===== src/rtl/regf_pkg.sv =====
// Shared types and helpers for the multi-port integer register file.
package regf_pkg;

    localparam int XLEN_DEF = 32;
    localparam int NREG_DEF = 32;
    localparam int ZERO_IDX = 0;

    typedef logic [$clog2(NREG_DEF)-1:0] reg_addr_t;
    typedef logic [XLEN_DEF-1:0]         reg_data_t;

    // Operand as seen by decode: value plus "producer still in flight" flag.
    typedef struct packed {
        reg_data_t data;
        logic      busy;
    } regvec_t;

    // A register index is live if it exists and is not the hardwired zero.
    function automatic logic addr_ok(input int a, input int nreg, input bit zero_reg);
        return (a < nreg) && !(zero_reg && a == ZERO_IDX);
    endfunction

endpackage


===== src/rtl/regf_scoreboard.sv =====
// Per-register busy scoreboard: issue marks a destination busy, writeback
// clears it, flush clears everything. busy_next is exported so bypassed
// reads can see the same-edge result.
module regf_scoreboard
    import regf_pkg::*;
#(
    parameter  int NREG     = 32,
    parameter  int NWRITE   = 1,
    parameter  int ZERO_REG = 1,
    localparam int AW       = (NREG > 1) ? $clog2(NREG) : 1
) (
    input  logic               clk,
    input  logic               rstn,
    input  logic [NWRITE-1:0]  w_enable,
    input  logic [NWRITE*AW-1:0] w_addr,
    input  logic               issue_en,
    input  logic [AW-1:0]      issue_addr,
    input  logic               flush,
    output logic [NREG-1:0]    busy,
    output logic [NREG-1:0]    busy_next
);

    // Priority: flush, then writeback clears, then issue sets (issue wins).
    always_comb begin
        busy_next = busy;
        if (flush)
            busy_next = '0;
        for (int j = 0; j < NWRITE; j++) begin
            if (w_enable[j] && int'(w_addr[j*AW +: AW]) < NREG)
                busy_next[w_addr[j*AW +: AW]] = 1'b0;
        end
        if (issue_en && addr_ok(int'(issue_addr), NREG, ZERO_REG != 0))
            busy_next[issue_addr] = 1'b1;
    end

    // Busy vector register; reset drops all in-flight state.
    always_ff @(posedge clk) begin
        if (!rstn)
            busy <= '0;
        else
            busy <= busy_next;
    end

endmodule


===== src/rtl/regf_mp.sv =====
// Multi-port integer register file: NREAD registered read ports, NWRITE
// write ports (highest port wins on collisions), optional write-to-read
// bypass, and a busy scoreboard whose flag tracks the same snapshot as data.
module regf_mp
    import regf_pkg::*;
#(
    parameter  int XLEN     = XLEN_DEF,
    parameter  int NREG     = NREG_DEF,
    parameter  int NREAD    = 2,
    parameter  int NWRITE   = 1,
    parameter  int ZERO_REG = 1,
    parameter  int BYPASS   = 1,
    localparam int AW       = (NREG > 1) ? $clog2(NREG) : 1
) (
    input  logic                   clk,
    input  logic                   rstn,
    input  logic                   r_enabled,
    input  logic [NREAD*AW-1:0]    rd_addr,
    output logic [NREAD*XLEN-1:0]  rd_data,
    output logic [NREAD-1:0]       rd_busy,
    input  logic [NWRITE-1:0]      w_enable,
    input  logic [NWRITE*AW-1:0]   w_addr,
    input  logic [NWRITE*XLEN-1:0] w_data,
    input  logic                   issue_en,
    input  logic [AW-1:0]          issue_addr,
    input  logic                   flush
);

    logic [XLEN-1:0] regs [NREG];
    logic [NREG-1:0] busy, busy_next;
    logic [AW-1:0]   ra     [NREAD];
    logic [XLEN-1:0] rd_val [NREAD];
    logic            rd_bval[NREAD];

    regf_scoreboard #(
        .NREG     (NREG),
        .NWRITE   (NWRITE),
        .ZERO_REG (ZERO_REG)
    ) u_sb (
        .clk        (clk),
        .rstn       (rstn),
        .w_enable   (w_enable),
        .w_addr     (w_addr),
        .issue_en   (issue_en),
        .issue_addr (issue_addr),
        .flush      (flush),
        .busy       (busy),
        .busy_next  (busy_next)
    );

    // Post-write value of register a this edge; later ports override earlier.
    function automatic logic [XLEN-1:0] merge_write(
        input logic [AW-1:0]          a,
        input logic [XLEN-1:0]        base,
        input logic [NWRITE-1:0]      en,
        input logic [NWRITE*AW-1:0]   wa,
        input logic [NWRITE*XLEN-1:0] wd
    );
        logic [XLEN-1:0] v;
        v = base;
        for (int j = 0; j < NWRITE; j++)
            if (en[j] && wa[j*AW +: AW] == a)
                v = wd[j*XLEN +: XLEN];
        return v;
    endfunction

    // Read muxes: zero/out-of-range read as 0 and never busy.
    always_comb begin
        for (int i = 0; i < NREAD; i++) begin
            ra[i]      = rd_addr[i*AW +: AW];
            rd_val[i]  = '0;
            rd_bval[i] = 1'b0;
            if (addr_ok(int'(ra[i]), NREG, ZERO_REG != 0)) begin
                if (BYPASS != 0) begin
                    rd_val[i]  = merge_write(ra[i], regs[ra[i]], w_enable, w_addr, w_data);
                    rd_bval[i] = busy_next[ra[i]];
                end else begin
                    rd_val[i]  = regs[ra[i]];
                    rd_bval[i] = busy[ra[i]];
                end
            end
        end
    end

    // Storage and registered read ports; ascending port loop makes the
    // highest write port the last assignment and therefore the winner.
    always_ff @(posedge clk) begin
        if (!rstn) begin
            for (int k = 0; k < NREG; k++)
                regs[k] <= '0;
            rd_data <= '0;
            rd_busy <= '0;
        end else begin
            for (int j = 0; j < NWRITE; j++)
                if (w_enable[j] && addr_ok(int'(w_addr[j*AW +: AW]), NREG, ZERO_REG != 0))
                    regs[w_addr[j*AW +: AW]] <= w_data[j*XLEN +: XLEN];
            if (r_enabled) begin
                for (int i = 0; i < NREAD; i++) begin
                    rd_data[i*XLEN +: XLEN] <= rd_val[i];
                    rd_busy[i]              <= rd_bval[i];
                end
            end
        end
    end

endmodule


===== config.mk =====
export PLATFORM = sky130hd
export DESIGN_NAME = regf_mp
export DESIGN_NICKNAME = d
export VERILOG_FILES = /design/src/rtl/regf_pkg.sv /design/src/rtl/regf_scoreboard.sv /design/src/rtl/regf_mp.sv
export SDC_FILE = /design/constraint.sdc
export NUM_CORES = 2
export LEC_CHECK = 0
export CAP_MARGIN = 30
export CORE_ASPECT_RATIO = 1.4
export CORE_MARGIN = 3
export CORE_UTILIZATION = 40
export DETAILED_ROUTE_END_ITERATION = 10
export PLACE_DENSITY = 0.57
export SYNTH_ARGS = -nofsm -noshare
export SYNTH_HDL_FRONTEND = slang
export SYNTH_SLANG_ARGS = --single-unit

===== constraint.sdc =====
create_clock -name clk -period 8.8 [get_ports clk]
set_input_delay 1.76 -clock clk [delete_from_list [all_inputs] [get_ports clk]]
set_output_delay 1.76 -clock clk [all_outputs]
set_load 0.05 [all_outputs]

==> flow_summary_export.csv <==
group,metric,value,unit
outcome,status,"finished, final reports clean",
detailed_routing,drc,0,
power_and_ir_drop,switching_share,26.31,%
timing,setup_viol,0,
setup_path,worstSetupEndpointType,"flip-flop",
cts,cts_setup_buffers,0,
logic_synthesis,yosysSeqAreaShare,53.79,%
floorplanning,die_h,467.3,um
logic_synthesis,async_flop_share,0,%
logic_synthesis,synth_ff_type,"edfxtp_1",
setup_path,r2r_start,"regs[19][30]",
cts,clk_pin_slew,0.06,ns
grt,grt_max_degree,83,
timing,max_freq,225.2,MHz
timing,relSlewSlack,30.47,%
placed_design,place_inst,6491,
layout,fin_util,45.64,%
power_and_ir_drop,cellLeakagePower,23.79,nW
timing,worst_pin_slew,1.043,ns
cts,clockBufferDepth,3,
placed_design,pre_cts_slack,3.794,ns
timing,worst_hold_slack,0.5060,ns
grt,grt_use_total,27.71,%
power_and_ir_drop,vdd.ir_drop.worst,0.1485,mV
timing,slew_viol_final,0,
timing,rsz0062_at_grt,"no",
setup_path,arrival,5.11,ns
timing,post-route-period-util,50.46,%
setup_path,cp_data_required_time,9.47,ns
setup_path,worstRegToRegCells,6,
grt,grt_pass1_vias,42650,
setup_path,critPathMaxFanout,29,
grt,overflow,0,
power_and_ir_drop,p_int,9.717,mW
logic_synthesis,netlist_instances,4722,
floorplanning,ios,124,
logic_synthesis,syn_avg_cell_area,12.88,um^2
detailed_routing,first_pass_iters,6,
logic_synthesis,yosysWarnings,0,
timing,setup_slack,4.360,ns
hold_path,hold_start,"rd_busy[0]",
placed_design,gp_congestion,0.8369,
detailed_routing,post_drt_wl_per_cell,32.83,um
detailed_routing,wl,220600,um
cts,clock-root-buffer,"clkbuf_16",
placed_design,io_buffer_count,123,
setup_path,rr_endpoint,"rd_data[62]",
grt,antenna_found_initial,11,
detailed_routing,vias_per_cell,6.281,
cts,clk_latency,0.75,ns
cts,cts_made_buffers,112,
power_and_ir_drop,pwr-share-comb,13.3,%
layout,final_common_cell,"edfxtp_1",
layout,final_cell_mix,"1024 x edfxtp_1, 1004 x and2_1, 374 x mux2i_1",
setup_path,cp-start-kind,"input pin",
floorplanning,initial_core_util,40.46,%
power_and_ir_drop,clkPwrFrac,39.2,%
hold_path,hold_path_class,"reg -> reg",
setup_path,crit_type,"in -> reg",
timing,fin_skew,0.03063,ns
setup_path,r2r_slack,6.76,ns
logic_synthesis,synth_seq_cells,1122,
logic_synthesis,synth_cell_types,58,
placed_design,dp_hpwl,124900,um
setup_path,setup.worst_path.start,"rd_addr[7]",
layout,num-nets-final,4712,
timing,tns,0,ns
power_and_ir_drop,power.density,192.2,mW/mm^2
hold_path,whs_path_depth,1,
cts,clock-sinks,1122,
logic_synthesis,synth_edf_count,1024,
floorplanning,fp.dieArea,0.1568,mm^2
detailed_routing,vias,42200,
detailed_routing,ant_nets,0,
power_and_ir_drop,sequentialPowerShare,47.6,%
floorplanning,fp.dieW,335.5,um
timing,final_hold_viol_count,0,
floorplanning,coreArea,0.1503,mm^2
timing,fin_crit,4.440,ns
flow_run,cap_violations,0,
hold_path,hold-path-endpoint,"rd_busy[0]",
layout,layout-drive-gt1-share,17.45,%
cts,ctsResizeCount,0,
cts,cts_hold_buffers,0,
power_and_ir_drop,switching_power,3.469,mW
cts,htree_levels,3,
floorplanning,rows,168,
grt,grt_pass1_wl,310600,um
detailed_routing,drtIter0Drc,4727,
layout,final_cell_count_no_fill,6719,
logic_synthesis,netlist_area,0.06081,mm^2
layout,areaGrowthSynthToFinish,12.81,%
cts,cts_tree,"built",
[synthesized netlist by cell type (all sizes together) (6+ instances only)]
cell / number / area share, %
clkbuf: 378 / 2.3
a21boi: 62 / 0.77
a221oi: 124 / 1.8
mux2: 124 / 2.3
o21a: 62 / 0.77
a32oi: 17 / 0.24
xor2: 8 / 0.12
o211ai: 140 / 1.7
nand3b: 8 / 0.13
a21oi: 190 / 1.6
dfxtp: 98 / 3.2
nand3: 11 / 0.091
nor2b: 65 / 0.67
and2: 1004 / 10
and3: 9 / 0.093
nor3b: 7 / 0.095
nand2: 32 / 0.20
buf: 109 / 1.1
nor3: 8 / 0.091
mux2i: 374 / 6.2
nand2b: 7 / 0.072
o21ai: 227 / 1.9
inv: 6 / 0.037
edfxtp: 1024 / 51
nor2: 181 / 1.1
mux4: 282 / 10
a22oi: 124 / 1.5
[layer usage]
metal  track usage [%]  vias up  part of all wire (%)
met2             46.96     2098                    49
met3             5.003      507                   8.0
li1                  -    17720                     -
met1             34.70    21880                    38
met4             12.06        6                   4.5
met5                 0        -                 0.017
[cell type report]
type / count / area (um^2)
Sequential cell: 1122 / 32710
Inverter: 6 / 22.52
Antenna cell: 12 / 30.03
Fill cell: 13400 / 81700
Clock buffer: 147 / 3004
Timing Repair Buffer: 274 / 2856
Multi-Input combinational cell: 3138 / 26680
Tap cell: 1955 / 2446
Clock inverter: 65 / 852.1
[stage by stage]
stage                     instance area [um^2]  power [mW]
after floorplan                          60930       7.419
after global placement                   64150       8.063
after detailed placement                 64640       8.109
after CTS                                68500       13.20
after global routing                     68570       13.54
final                                    68600       13.19
[sequential cells by signal, indices dropped and copies added (netlist names)]
register,count
rd_busy,2
rd_data,64
regs,1024
u_sb.busy,32
[power by group through the flow]
stage | sequential [mW] | clock [mW] | combinational, mW
after CTS | 6.26 | 5.20 | 1.73
final | 6.27 | 5.16 | 1.75
after detailed placement | 6.38 | 0 | 1.73
after global placement | 6.36 | 0 | 1.70
after global routing | 6.30 | 5.40 | 1.83
after floorplan | 6.42 | 0 | 1.00
[worst max path at each step]
stage,slack (ns),cells after the start,endpoint
floorplan,3.56,5,regs[28][0]
global placement,3.77,6,rd_data[63]
detailed placement,3.79,10,rd_data[47]
CTS,4.57,10,rd_data[47]
global route,4.33,10,rd_data[63]
finish,4.36,10,rd_data[63]
[kinds of logic after synthesis]
kind of cell / share of synthesized area (%)
muxes: 18.90
AOI/OAI and AO/OA: 10.49
buffers and inverters: 3.506
xor gates and xnor gates: 0.1440
DFF: 53.79
and+or+nand+nor: 13.17
other: 0.006167
[critical path, cell delays in order]
cell and delay [ns]:
buf_4 0.44, buf_4 0.41, nand2b_2 0.60, buf_4 0.44, o21ai_0 0.15, a21oi_1 0.21, nor2_1 0.07, o211ai_1 0.64
o211ai_1 0.17, a21boi_0 0.17
(Power assumes the default switching activity.)
==> edit: new RTL, same settings <==
`ZERO_REG` is set to 1 in 2 places; all go to 0.
--- a/src/rtl/regf_scoreboard.sv
+++ b/src/rtl/regf_scoreboard.sv
@@ -6,7 +6,7 @@
 #(
     parameter  int NREG     = 32,
     parameter  int NWRITE   = 1,
-    parameter  int ZERO_REG = 1,
+    parameter  int ZERO_REG = 0,
     localparam int AW       = (NREG > 1) ? $clog2(NREG) : 1
 ) (
     input  logic               clk,
--- a/src/rtl/regf_mp.sv
+++ b/src/rtl/regf_mp.sv
@@ -8,7 +8,7 @@
     parameter  int NREG     = NREG_DEF,
     parameter  int NREAD    = 2,
     parameter  int NWRITE   = 1,
-    parameter  int ZERO_REG = 1,
+    parameter  int ZERO_REG = 0,
     parameter  int BYPASS   = 1,
     localparam int AW       = (NREG > 1) ? $clog2(NREG) : 1
 ) (
Function: not settled (the Yosys comparison gave no result); the edit may change what the design does.
==> edit against the unedited design <==
  * Routed wire length down 5.5%
  * Area after synthesis decreased by 3.1%
  * Power down 1.5%
  * Setup slack got worse by 0.33 ns
  * Sequential cell count unchanged
  * Clock skew shrank 0.016 ns
  * Sequential share of layout area increased by 2.0 points
  * Utilization down 0.64 points
  * Cell area fell by 4.1%
  * Largest cell class unchanged
==> edit: results (changes against the unedited design) <==
| Metric | Value |
|---|---|
| Status | finished clean |
| Mapped Nets | 4108 |
| Number of global-route vias before repair | 40100 (-6.0%) |
| Pin count of the biggest net entering global routing | 140 (+69%) |
| TritonCTS buffer count | 107 (-4.5%) |
| CTS H-tree depth | 3 (unchanged) |
| Placed cell area | 0.0620 mm2 (-4.1%) |
| Clock transition at path regs | 0.07 ns |
| Initial antenna violation count | 9 (-2) |
| Clk_skew | 0.0144 ns (-0.0163 ns) |
| Worst-Skew Late Latency | 0.73 ns (-0.02 ns) |
| Main synth FF type | edfxtp_1 |
| WL final | 208000 um (-5.5%) |
| Hold depth | 2 (+1) |
| Synth cell count leaders | edfxtp_1 (1024), nor3_1 (892), mux4_2 (608), clkbuf_1 (413), and2_1 (155) |
| All-Layer GR Usage | 27.2% (-0.50 points) |
| Post-DP HPWL | 109000 um (-13%) |
| Regs by FF count | regs: 1024 flops, rd_data: 64 flops, u_sb.busy: 32 flops |
| Critical Path AT | 5.13 ns (+0.02 ns) |
| Asr flop ratio synth | 0% (unchanged) |
| Ranking of synthesized cells by area | edfxtp_1 (52%), mux4_2 (23%), nor3_1 (7.6%), dfxtp_1 (3.3%), clkbuf_1 (2.6%) |
| FF-to-FF Start | regs[20][1]$_SDFFCE_PN0P_ |
| First DRT Iteration DRCs | 5057 (+7.0%) |
| Worst VDD drop | 0.000266 V (+79%) |
| Post-CTS sizing | 0 (unchanged) |
| Sequential area share after synthesis | 55.5% (+1.7 points) |
| Crit Path Max Fanout | 41 (+41%) |
| Clk root buf | clkbuf_16 |
| Vias per cell | 6.72 (+6.9%) |
| ANT nets after route | 0 (unchanged) |
| Hold Startpoint | rd_data[53]$_SDFFE_PN0P_ |
| First-pass GRT wire length | 293000 um (-5.6%) |
| Share of cells above drive strength 1 | 24.4% (+7.0 points) |
| Syn_area_per_cell | 14.5 um2 (+13%) |
| Setup WS pre-CTS | 3.31 ns (-0.480 ns) |
| HP Class | flip-flop to flip-flop |
| 1st-pass router iterations | 8 (+2) |
| Leak | 20.4 nW (-14%) |
| R2R setup slack | 6.62 ns (-0.14 ns) |
| Number of synthesized flops with an enable pin | 1024 (unchanged) |
| Port bufs | 123 (unchanged) |
| Slowest-stage cell, CP | clkdlybuf4s50_1 |
| Post-CTS Setup Inserts | 0 (unchanged) |
| Crit-path max cell delay | 0.72 ns (+0.08 ns) |
| Worst hold slack | 0.487 ns (-0.0186 ns) |
| Worst r2r path cells | 6 (unchanged) |
| Placed cells | 5671 (-13%) |
| Rel. slew slack | 29.5% (-0.97 points) |
| R2R Path End | rd_data[33]$_SDFFE_PN0P_ |
| Synth warn | 0 (unchanged) |
| Post-layout instance count excluding filler cells | 5881 (-12%) |
| Final net count | 3915 (-17%) |
| Gpl congestion | 0.840 (+0.37%) |
| Synth cell types | 53 (-8.6%) |
| Worst Hold End | rd_data[53]$_SDFFE_PN0P_ |
| Deepest clock path buffer count | 3 (unchanged) |
## edit: cell types whose count changed after synthesis, sizes merged, moves of 122 or more
cell,change
a21oi,-187
a221oi,-122
and2,-849
mux2,-123
mux2i,-268
mux4,+326
nor3,+884
o21ai,-168
## edit: power breakdown
part / internal [mW] / total, mW / switching (mW)
sequential: 6.11 / 6.28 / 0.163
clock: 2.78 / 4.89 / 2.12
combinational: 0.737 / 1.82 / 1.08
total: 9.63 / 13.0 / 3.36
## edit: critical path, delay by kind of cell
family                 cells  cell delay (ns)
buffers and inverters      3             1.63
AND/OR/NAND/NOR            3             1.66
## edit: routing by layer
layer  wire [um]  up-vias  track usage [%]
met2      105000     2250             46.6
met1       74100    20900             33.1
li1            -    15800                -
met4        9590        4             11.8
met3       19400      484             5.68
met5          27        -                0
## edit: final cells by class
| cell class | count | area [um2] |
|---|---|---|
| antenna | 2 | 5.00 |
| multi-input combinational | 2350 | 24200 |
| fill | 12900 | 80400 |
| clock inverter | 62 | 702 |
| inverter | 36 | 135 |
| clock buffer | 137 | 2880 |
| sequential | 1122 | 32700 |
| tap | 1932 | 2420 |
| timing repair buffer | 240 | 2730 |
## edit: how the worst max path moves through the flow
stage	from	end	slack (ns)	cells past startpoint
after CTS	w_addr[4]	regs[17][6]$_SDFFCE_PN0P_	4.08	6
after floorplan	w_addr[3]	regs[4][0]$_SDFFCE_PN0P_	3.28	5
after detailed placement	w_addr[4]	regs[17][10]$_SDFFCE_PN0P_	3.31	6
after global routing	w_addr[4]	regs[17][6]$_SDFFCE_PN0P_	3.99	6
after global placement	w_addr[4]	regs[17][10]$_SDFFCE_PN0P_	3.34	6
final	w_addr[4]	regs[16][4]$_SDFFCE_PN0P_	4.03	6
## edit: logic make-up (layout without fill, tap and decap cells)
group                  after synthesis  count (layout)  synth area share, %
AND/OR/NAND/NOR                   1339            1339                 11.8
XOR/XNOR                            10              10                0.149
AO/OA/AOI/OAI                      286             286                 3.57
other                                0               2                    0
flip-flops                        1122            1122                 55.5
buffers and inverters              578             475                 3.89
multiplexers                       715             715                 25.1
